$ cat config.mk
export PLATFORM = sky130hd
export DESIGN_NAME = cpu_control_sequencer
export DESIGN_NICKNAME = d
export VERILOG_FILES = /design/src/rtl/cpu_pkg.sv /design/src/rtl/cpu_microcode_rom.sv /design/src/rtl/cpu_control_sequencer.sv
export SDC_FILE = /design/constraint.sdc
export NUM_CORES = 1
export LEC_CHECK = 0
export CAP_MARGIN = 5
export CORE_UTILIZATION = 36
export DETAILED_ROUTE_END_ITERATION = 7
export PLACE_DENSITY = 0.73
export SYNTH_ARGS = -nofsm -noshare
export SYNTH_HDL_FRONTEND = slang
export SYNTH_SLANG_ARGS = --single-unit
export TNS_END_PERCENT = 100
$ cat constraint.sdc
create_clock -name clkin -period 1.38 [get_ports clkin]
set_clock_uncertainty 0.2 [all_clocks]
set_input_delay 0.138 -clock clkin [delete_from_list [all_inputs] [get_ports clkin]]
set_output_delay 0.138 -clock clkin [all_outputs]
set_load 0.1 [all_outputs]
$ cat src/rtl/cpu_pkg.sv
// Shared definitions for the CPU control sequencer: opcodes, ctrl bit
// positions and the micro-step state encoding.
package cpu_pkg;

    localparam logic [3:0] OP_NOP = 4'h0;
    localparam logic [3:0] OP_LDA = 4'h1;
    localparam logic [3:0] OP_ADD = 4'h2;
    localparam logic [3:0] OP_SUB = 4'h3;
    localparam logic [3:0] OP_STA = 4'h4;
    localparam logic [3:0] OP_LDI = 4'h5;
    localparam logic [3:0] OP_JMP = 4'h6;
    localparam logic [3:0] OP_JC  = 4'h7;
    localparam logic [3:0] OP_JZ  = 4'h8;
    localparam logic [3:0] OP_OUT = 4'hE;
    localparam logic [3:0] OP_HLT = 4'hF;

    localparam int unsigned CTRL_W = 16;

    localparam int unsigned C_HLT      = 0;
    localparam int unsigned C_MAR_IN   = 1;
    localparam int unsigned C_RAM_IN   = 2;
    localparam int unsigned C_RAM_OUT  = 3;
    localparam int unsigned C_IR_IN    = 4;
    localparam int unsigned C_IR_OUT   = 5;
    localparam int unsigned C_A_IN     = 6;
    localparam int unsigned C_A_OUT    = 7;
    localparam int unsigned C_ALU_OUT  = 8;
    localparam int unsigned C_ALU_SUB  = 9;
    localparam int unsigned C_FLAGS_IN = 10;
    localparam int unsigned C_B_IN     = 11;
    localparam int unsigned C_OUT_IN   = 12;
    localparam int unsigned C_PC_INC   = 13;
    localparam int unsigned C_PC_OUT   = 14;
    localparam int unsigned C_PC_LOAD  = 15;

    // Encoding doubles as the tstate output value (HALT reads as 0).
    typedef enum logic [2:0] {
        S_HALT = 3'd0,
        S_T1   = 3'd1,
        S_T2   = 3'd2,
        S_T3   = 3'd3,
        S_T4   = 3'd4,
        S_T5   = 3'd5
    } state_t;

endpackage

$ cat src/rtl/cpu_microcode_rom.sv
// Combinational microcode: (opcode, step, flags) -> control word and a flag
// marking the final micro-step of the instruction.
module cpu_microcode_rom
    import cpu_pkg::*;
(
    input  logic [3:0]        opcode,
    input  state_t            step,
    input  logic              carry_flag,
    input  logic              zero_flag,
    output logic [CTRL_W-1:0] ctrl,
    output logic              last_step
);

    always_comb begin
        ctrl      = '0;
        last_step = 1'b0;
        case (step)
            S_T1: begin
                ctrl[C_PC_OUT] = 1'b1;
                ctrl[C_PC_INC] = 1'b1;
                ctrl[C_MAR_IN] = 1'b1;
            end
            S_T2: begin
                ctrl[C_RAM_OUT] = 1'b1;
                ctrl[C_IR_IN]   = 1'b1;
                ctrl[C_PC_INC]  = 1'b1;
                // NOP and the undefined opcodes have no execute phase.
                last_step = (opcode == OP_NOP) || (opcode >= 4'h9 && opcode <= 4'hD);
            end
            S_T3: begin
                last_step = 1'b1;
                case (opcode)
                    OP_LDA, OP_ADD, OP_SUB, OP_STA: begin
                        ctrl[C_IR_OUT] = 1'b1;
                        ctrl[C_MAR_IN] = 1'b1;
                        last_step      = 1'b0;
                    end
                    OP_LDI: begin
                        ctrl[C_IR_OUT] = 1'b1;
                        ctrl[C_A_IN]   = 1'b1;
                    end
                    OP_JMP: begin
                        ctrl[C_IR_OUT]  = 1'b1;
                        ctrl[C_PC_LOAD] = 1'b1;
                    end
                    OP_JC: begin
                        ctrl[C_IR_OUT]  = 1'b1;
                        ctrl[C_PC_LOAD] = carry_flag;
                    end
                    OP_JZ: begin
                        ctrl[C_IR_OUT]  = 1'b1;
                        ctrl[C_PC_LOAD] = zero_flag;
                    end
                    OP_OUT: begin
                        ctrl[C_A_OUT]  = 1'b1;
                        ctrl[C_OUT_IN] = 1'b1;
                    end
                    OP_HLT: ctrl[C_HLT] = 1'b1;
                    default: ;
                endcase
            end
            S_T4: begin
                last_step = 1'b1;
                case (opcode)
                    OP_LDA: begin
                        ctrl[C_RAM_OUT] = 1'b1;
                        ctrl[C_A_IN]    = 1'b1;
                    end
                    OP_ADD, OP_SUB: begin
                        ctrl[C_RAM_OUT] = 1'b1;
                        ctrl[C_B_IN]    = 1'b1;
                        last_step       = 1'b0;
                    end
                    OP_STA: begin
                        ctrl[C_A_OUT]  = 1'b1;
                        ctrl[C_RAM_IN] = 1'b1;
                    end
                    default: ;
                endcase
            end
            S_T5: begin
                last_step = 1'b1;
                if (opcode == OP_ADD || opcode == OP_SUB) begin
                    ctrl[C_ALU_OUT]  = 1'b1;
                    ctrl[C_A_IN]     = 1'b1;
                    ctrl[C_FLAGS_IN] = 1'b1;
                    ctrl[C_ALU_SUB]  = (opcode == OP_SUB);
                end
            end
            default: ;
        endcase
    end

endmodule

$ cat src/rtl/cpu_control_sequencer.sv
// Micro-step sequencer: holds the T-state, applies run/halt gating and
// drives the control word from the microcode ROM.
module cpu_control_sequencer
    import cpu_pkg::*;
(
    input  logic              clkin,
    input  logic              rst_n,
    input  logic              run,
    input  logic [3:0]        ir_opcode,
    input  logic              carry_flag,
    input  logic              zero_flag,
    output logic [CTRL_W-1:0] ctrl,
    output logic [2:0]        tstate,
    output logic              halted
);

    state_t            state;
    state_t            state_next;
    logic [CTRL_W-1:0] rom_ctrl;
    logic              rom_last;
    logic [CTRL_W-1:0] ctrl_int;

    cpu_microcode_rom u_rom (
        .opcode     (ir_opcode),
        .step       (state),
        .carry_flag (carry_flag),
        .zero_flag  (zero_flag),
        .ctrl       (rom_ctrl),
        .last_step  (rom_last)
    );

    always_ff @(posedge clkin or negedge rst_n) begin
        if (!rst_n) begin
            state  <= S_T1;
            halted <= 1'b0;
        end else begin
            state  <= state_next;
            halted <= (state_next == S_HALT);
        end
    end

    always_comb begin
        state_next = state;
        ctrl_int   = '0;
        if (state != S_HALT && run) begin
            ctrl_int = rom_ctrl;
            if (rom_ctrl[C_HLT]) begin
                state_next = S_HALT;
            end else if (rom_last) begin
                state_next = S_T1;
            end else begin
                case (state)
                    S_T1:    state_next = S_T2;
                    S_T2:    state_next = S_T3;
                    S_T3:    state_next = S_T4;
                    S_T4:    state_next = S_T5;
                    default: state_next = S_T1;
                endcase
            end
        end
    end

    // Reset blanks the control word asynchronously, not just at the next edge.
    assign ctrl   = rst_n ? ctrl_int : '0;
    assign tstate = state;

endmodule

==> key figures, run 1 <==
Yosys
  – Synthesized area: 599.3 um2
  – Post-synth EDFFs: 0
  – Flop and latch count out of synthesis: 4
  – Mean Syn Cell Area: 6.734 um2
  – Largest cells by area after synthesis: dfrtp_1 13%, nor2_1 9.4%, nor3_1 5.8%
  – Top FF cell, synth: dfrtp_1
  – Most frequent cell after synthesis: nor2_1
  – Share of the synthesized area in the top cell type: 0.1253
  – YS warnings: 0
  – Post-synth top area cell: dfrtp_1
  – Net Count, Synth: 99
  – Cell count after synthesis: 89
  – Unique cell type count in the Yosys netlist: 40
  – Synth cell count leaders: 15 x nor2_1, 9 x nand2_1, 7 x nor3_1
  – Ys async rst share: 1.000
  – Share of the yosys chip area belonging to registers: 0.1691

Clock tree
  – # hold bufs at CTS: 0
  – Root Driver: clkbuf_4
  – Post-CTS Setup Inserts: 11
  – Clock sink count: 4
  – Resize count post-CTS: 44
  – Max Root-Sink Buffers: 2
  – CTS H-tree lvls: 1
  – Num CTS Buffers: 3

Place
  – RD Place Congestion: 0.8742
  – Post-Place Cells: 159
  – DP HPWL: 2378 um
  – Port Buf Inserts: 28
  – Area post-placement: 0.001458 mm2

Floorplan
  – Num rows: 14
  – # IOs: 29
  – Die width: 42.80 um
  – Initial Util: 0.3933
  – Die height: 42.80 um

Status
  – Error message: [ERROR DPL-0038] Utilization greater than 100%, impossible to legalize
  – Exit stage: clock tree synthesis (4_1_cts)
  – Status: did not finish
==> through the flow <==
step           hold WS (ns)  utilization  setup slack [ns]
3_3_place_gp         0.3025       0.9565           -0.6512
2_1_floorplan       -0.3576            -            -1.325
3_5_place_dp         0.3213       0.9565           -0.6853
==> cells by family after synthesis <==
logic type | Yosys count | synth area share
AOI/OAI and AO/OA | 22 | 0.2672
xor gates and xnor gates | 1 | 0.01462
adders and majority gates | 1 | 0.02087
buffers and inverters | 13 | 0.1190
DFF | 4 | 0.1691
and+or+nand+nor | 48 | 0.4092
==> inputs of run 2 (changes only) <==
--- a/config.mk
+++ b/config.mk
@@ -6,9 +6,10 @@
 export NUM_CORES = 1
 export LEC_CHECK = 0
 export CAP_MARGIN = 5
-export CORE_UTILIZATION = 36
+export CORE_AREA = 2 2 63 65
 export DETAILED_ROUTE_END_ITERATION = 7
-export PLACE_DENSITY = 0.73
+export DIE_AREA = 0 0 65 67
+export PLACE_DENSITY_LB_ADDON = 0.15
 export SYNTH_ARGS = -nofsm -noshare
 export SYNTH_HDL_FRONTEND = slang
 export SYNTH_SLANG_ARGS = --single-unit
==> constraint.sdc (replaced) <==
create_clock -name clkin -period 1.79 [get_ports clkin]
set_clock_uncertainty 0.2 [all_clocks]
set_input_delay 0.179 -clock clkin [delete_from_list [all_inputs] [get_ports clkin]]
set_output_delay 0.179 -clock clkin [all_outputs]
set_load 0.1 [all_outputs]
==> run 2 against run 1 <==
  * Synthesized area unchanged
  * The flow now finishes, with violations (negative setup slack)
  * Synthesized cell count is the same
==> key figures, run 2 <==
Status
  – Status: complete, but fails checks
  – Failing checks: negative setup slack

Floorplan
  – Core Box Area: 0.003606 mm2
  – Die height: 67 um
  – Num rows: 22
  – Initial Util: 0.1662
  – Die width: 65 um
  – Die area: 0.004355 mm2
  – # IOs: 29

Global routing
  – Initial antenna violation count: 0
  – Total gr overflow: 0
  – First-pass GRT wire length: 4133 um
  – Largest net degree at the start of global routing: 12
  – GRT Overall Usage: 0.1212
  – Number of global-route vias before repair: 901

Yosys
  – Post-Synth XOR/XNOR Area: 0.01461
  – Top FF cell, synth: dfrtp_1
  – Area share of fa/ha/maj cells after synthesis: 0.02088
  – Synthesized area: 599.3 um2
  – Share of the yosys chip area belonging to registers: 0.1691
  – Unique cell type count in the Yosys netlist: 40
  – Flop and latch count out of synthesis: 4
  – Post-synth top area cell: dfrtp_1
  – Largest family of logic cells by synthesized area: simple AND/OR/NAND/NOR gates
  – Cell count after synthesis: 89
  – Post-synthesis mux area share: 0
  – Largest cells by area after synthesis: dfrtp_1 13%, nor2_1 9.4%, nor3_1 5.8%
  – Post-synth EDFFs: 0
  – YS warnings: 0
  – Synth cell count leaders: 15 x nor2_1, 9 x nand2_1, 7 x nor3_1
  – Share of the synthesized area in the top cell type: 0.1253
  – Mean Syn Cell Area: 6.734 um2
  – Synth Area in Compound Gates: 0.2672
  – Simple-gate area share of the yosys netlist: 0.4092
  – Most frequent cell after synthesis: nor2_1
  – Ys async rst share: 1.000
  – Net Count, Synth: 99

Worst setup path
  – Worst EP required: 1.41 ns
  – Crit path launch: tstate[0]$_DFF_PN1_
  – Worst path slowest cell: dfstp_4
  – CP arrival: 1.79 ns
  – Top delay family on crit path: simple AND/OR/NAND/NOR gates
  – Worst-path cell chain: nand4b_1 -> or2_4 -> nor4_4 -> buf_12
  – CP max stage delay: 0.61 ns
  – Crit start category: flip-flop
  – Setup crit end kind: output pin
  – CP Class: flip-flop to output pin
  – Worst Path Max Fanout: 4
  – Reg-to-reg critical path startpoint: tstate[1]$_DFF_PN0_
  – CP bufs+invs: 1

Cells and area
  – Most frequent cells in the layout: 33 x buf_4, 21 x buf_12, 8 x nor2_4, 8 x nand2_1, 7 x nor2_1
  – FILL cells: 344
  – # diodes: 0
  – Final net count: 160
  – Commonest non-fill, non-tap cell in the layout: buf_4
  – Number of flip-flops in the largest register: 3
  – Share of the core filled with cells: 0.4653
  – Area growth syn-to-layout: 180.0%
  – Fraction of layout cells with a size suffix above 1: 0.6443

Clock tree
  – Root Driver: clkbuf_8
  – Clock sink count: 4
  – CTS H-tree lvls: 1
  – Max Root-Sink Buffers: 2
  – Clock-pin slew on the worst setup and hold paths: 0.03 ns
  – CTS tree: done
  – Clock latency on the worst-skew pair: 0.22 ns
  – Num CTS Buffers: 3

Timing
  – Worst-margin pin slew: 0.3520 ns
  – Slew headroom: 0.7653
  – Final hold vios: 0
  – Hold Slack: 0.1273 ns
  – Fmax: 460.5 MHz
  – PnR worst setup slack: -0.3816 ns
  – RSZ-0062 raised after global routing: true
  – Final slew viol count: 0
  – Period utilization: 1.213
  – Setup Viol. Count Final: 15
  – Min Tclk post-route: 2.172 ns

Power
  – Reg power frac: 0.089
  – Logic pwr share: 0.821
  – Static leakage: 0.6524 nW
  – Switching share of power: 0.5189
  – Internal power: 1.114 mW
  – Power per cell area: 1381 mW/mm2
  – Clock group share of total power: 0.090
  – Maximum VDD drop: 0.7728 mV
  – Psw: 1.202 mW

Routing
  – DR iter-0 viols: 14
  – Vias: 890
  – Final WL: 2402 um
  – Drt drc: 0
  – Router iterations before antenna repair: 4
  – WL/cell: 12.19 um
  – Post-route ant nets: 0
  – Via density: 4.518

Worst hold path
  – HP Class: input pin to asynchronous set/reset pin

Place
  – Port Buf Inserts: 28
  – RD Place Congestion: 0.8003
  – DP HPWL: 1880 um

Run
  – Max-cap viol count: 0
[run 2: logic make-up (layout without fill, tap and decap cells)]
kind of cell,count (synthesis),after routing
buf+inv,13,73
xor+xnor,1,1
compound gates,22,22
fa+ha+maj,1,1
simple gates,48,48
flops,4,4
[run 2: worst paths after layout]
kind	cells after the start	endpoint	slack [ns]
max	4	ctrl[12]	-0.38
min	2	tstate[2]$_DFF_PN0_	0.13
max reg2reg	6	tstate[0]$_DFF_PN1_	0.07
min reg2reg	3	tstate[0]$_DFF_PN1_	0.62
max in group asynchronous	2	tstate[0]$_DFF_PN1_	1.08
min in group clkin	4	tstate[0]$_DFF_PN1_	0.58
[run 2: per-layer routing]
layer / routed length [um] / track usage / up-vias
li1: - / - / 445
met1: 1017 / 0.1566 / 419
met2: 1257 / 0.1972 / 22
met3: 80 / 0.01858 / 4
met4: 47 / 0.05585 / 0
met5: 0 / 0 / -
[run 2: final cells by class]
class / instances / area [um2] / area share
repair buffers: 65 / 777.0 / 0.4631
well taps: 48 / 60.06 / 0.03579
multi-input cells: 72 / 665.6 / 0.3967
flip-flops and latches: 4 / 112.6 / 0.06711
clock buffers: 4 / 45.04 / 0.02685
inverters: 4 / 17.52 / 0.01044
[run 2: stage by stage]
step	std cells	instance area [um2]	power, mW	worst slack [ns]	TNS, ns
after floorplan	89	737.0	1.214	-0.9559	-9.392
after global placement	188	1458	1.833	-0.3465	-3.701
after detailed placement	188	1458	1.833	-0.3554	-3.745
after CTS	193	1614	2.223	-0.4039	-3.395
after global routing	197	1678	2.445	-0.4602	-4.367
final	197	1678	2.316	-0.3816	-3.395
[run 2: repair_timing]
item	4_1_cts	5_1_grt
gates resized for setup	27	7
pin swaps	7	6
buffers inserted	2	5
hold buffers	0	0
endpoints found under the setup margin	17	16
[run 2: power groups by stage]
| stage | clock, mW | sequential, mW | combinational [mW] |
|---|---|---|---|
| after floorplan | 0 | 0.536 | 0.679 |
| after global placement | 0 | 0.199 | 1.63 |
| after detailed placement | 0 | 0.201 | 1.63 |
| after CTS | 0.214 | 0.210 | 1.80 |
| after global routing | 0.224 | 0.213 | 2.01 |
| final | 0.208 | 0.207 | 1.90 |
Power figures use the tool's default switching activity.
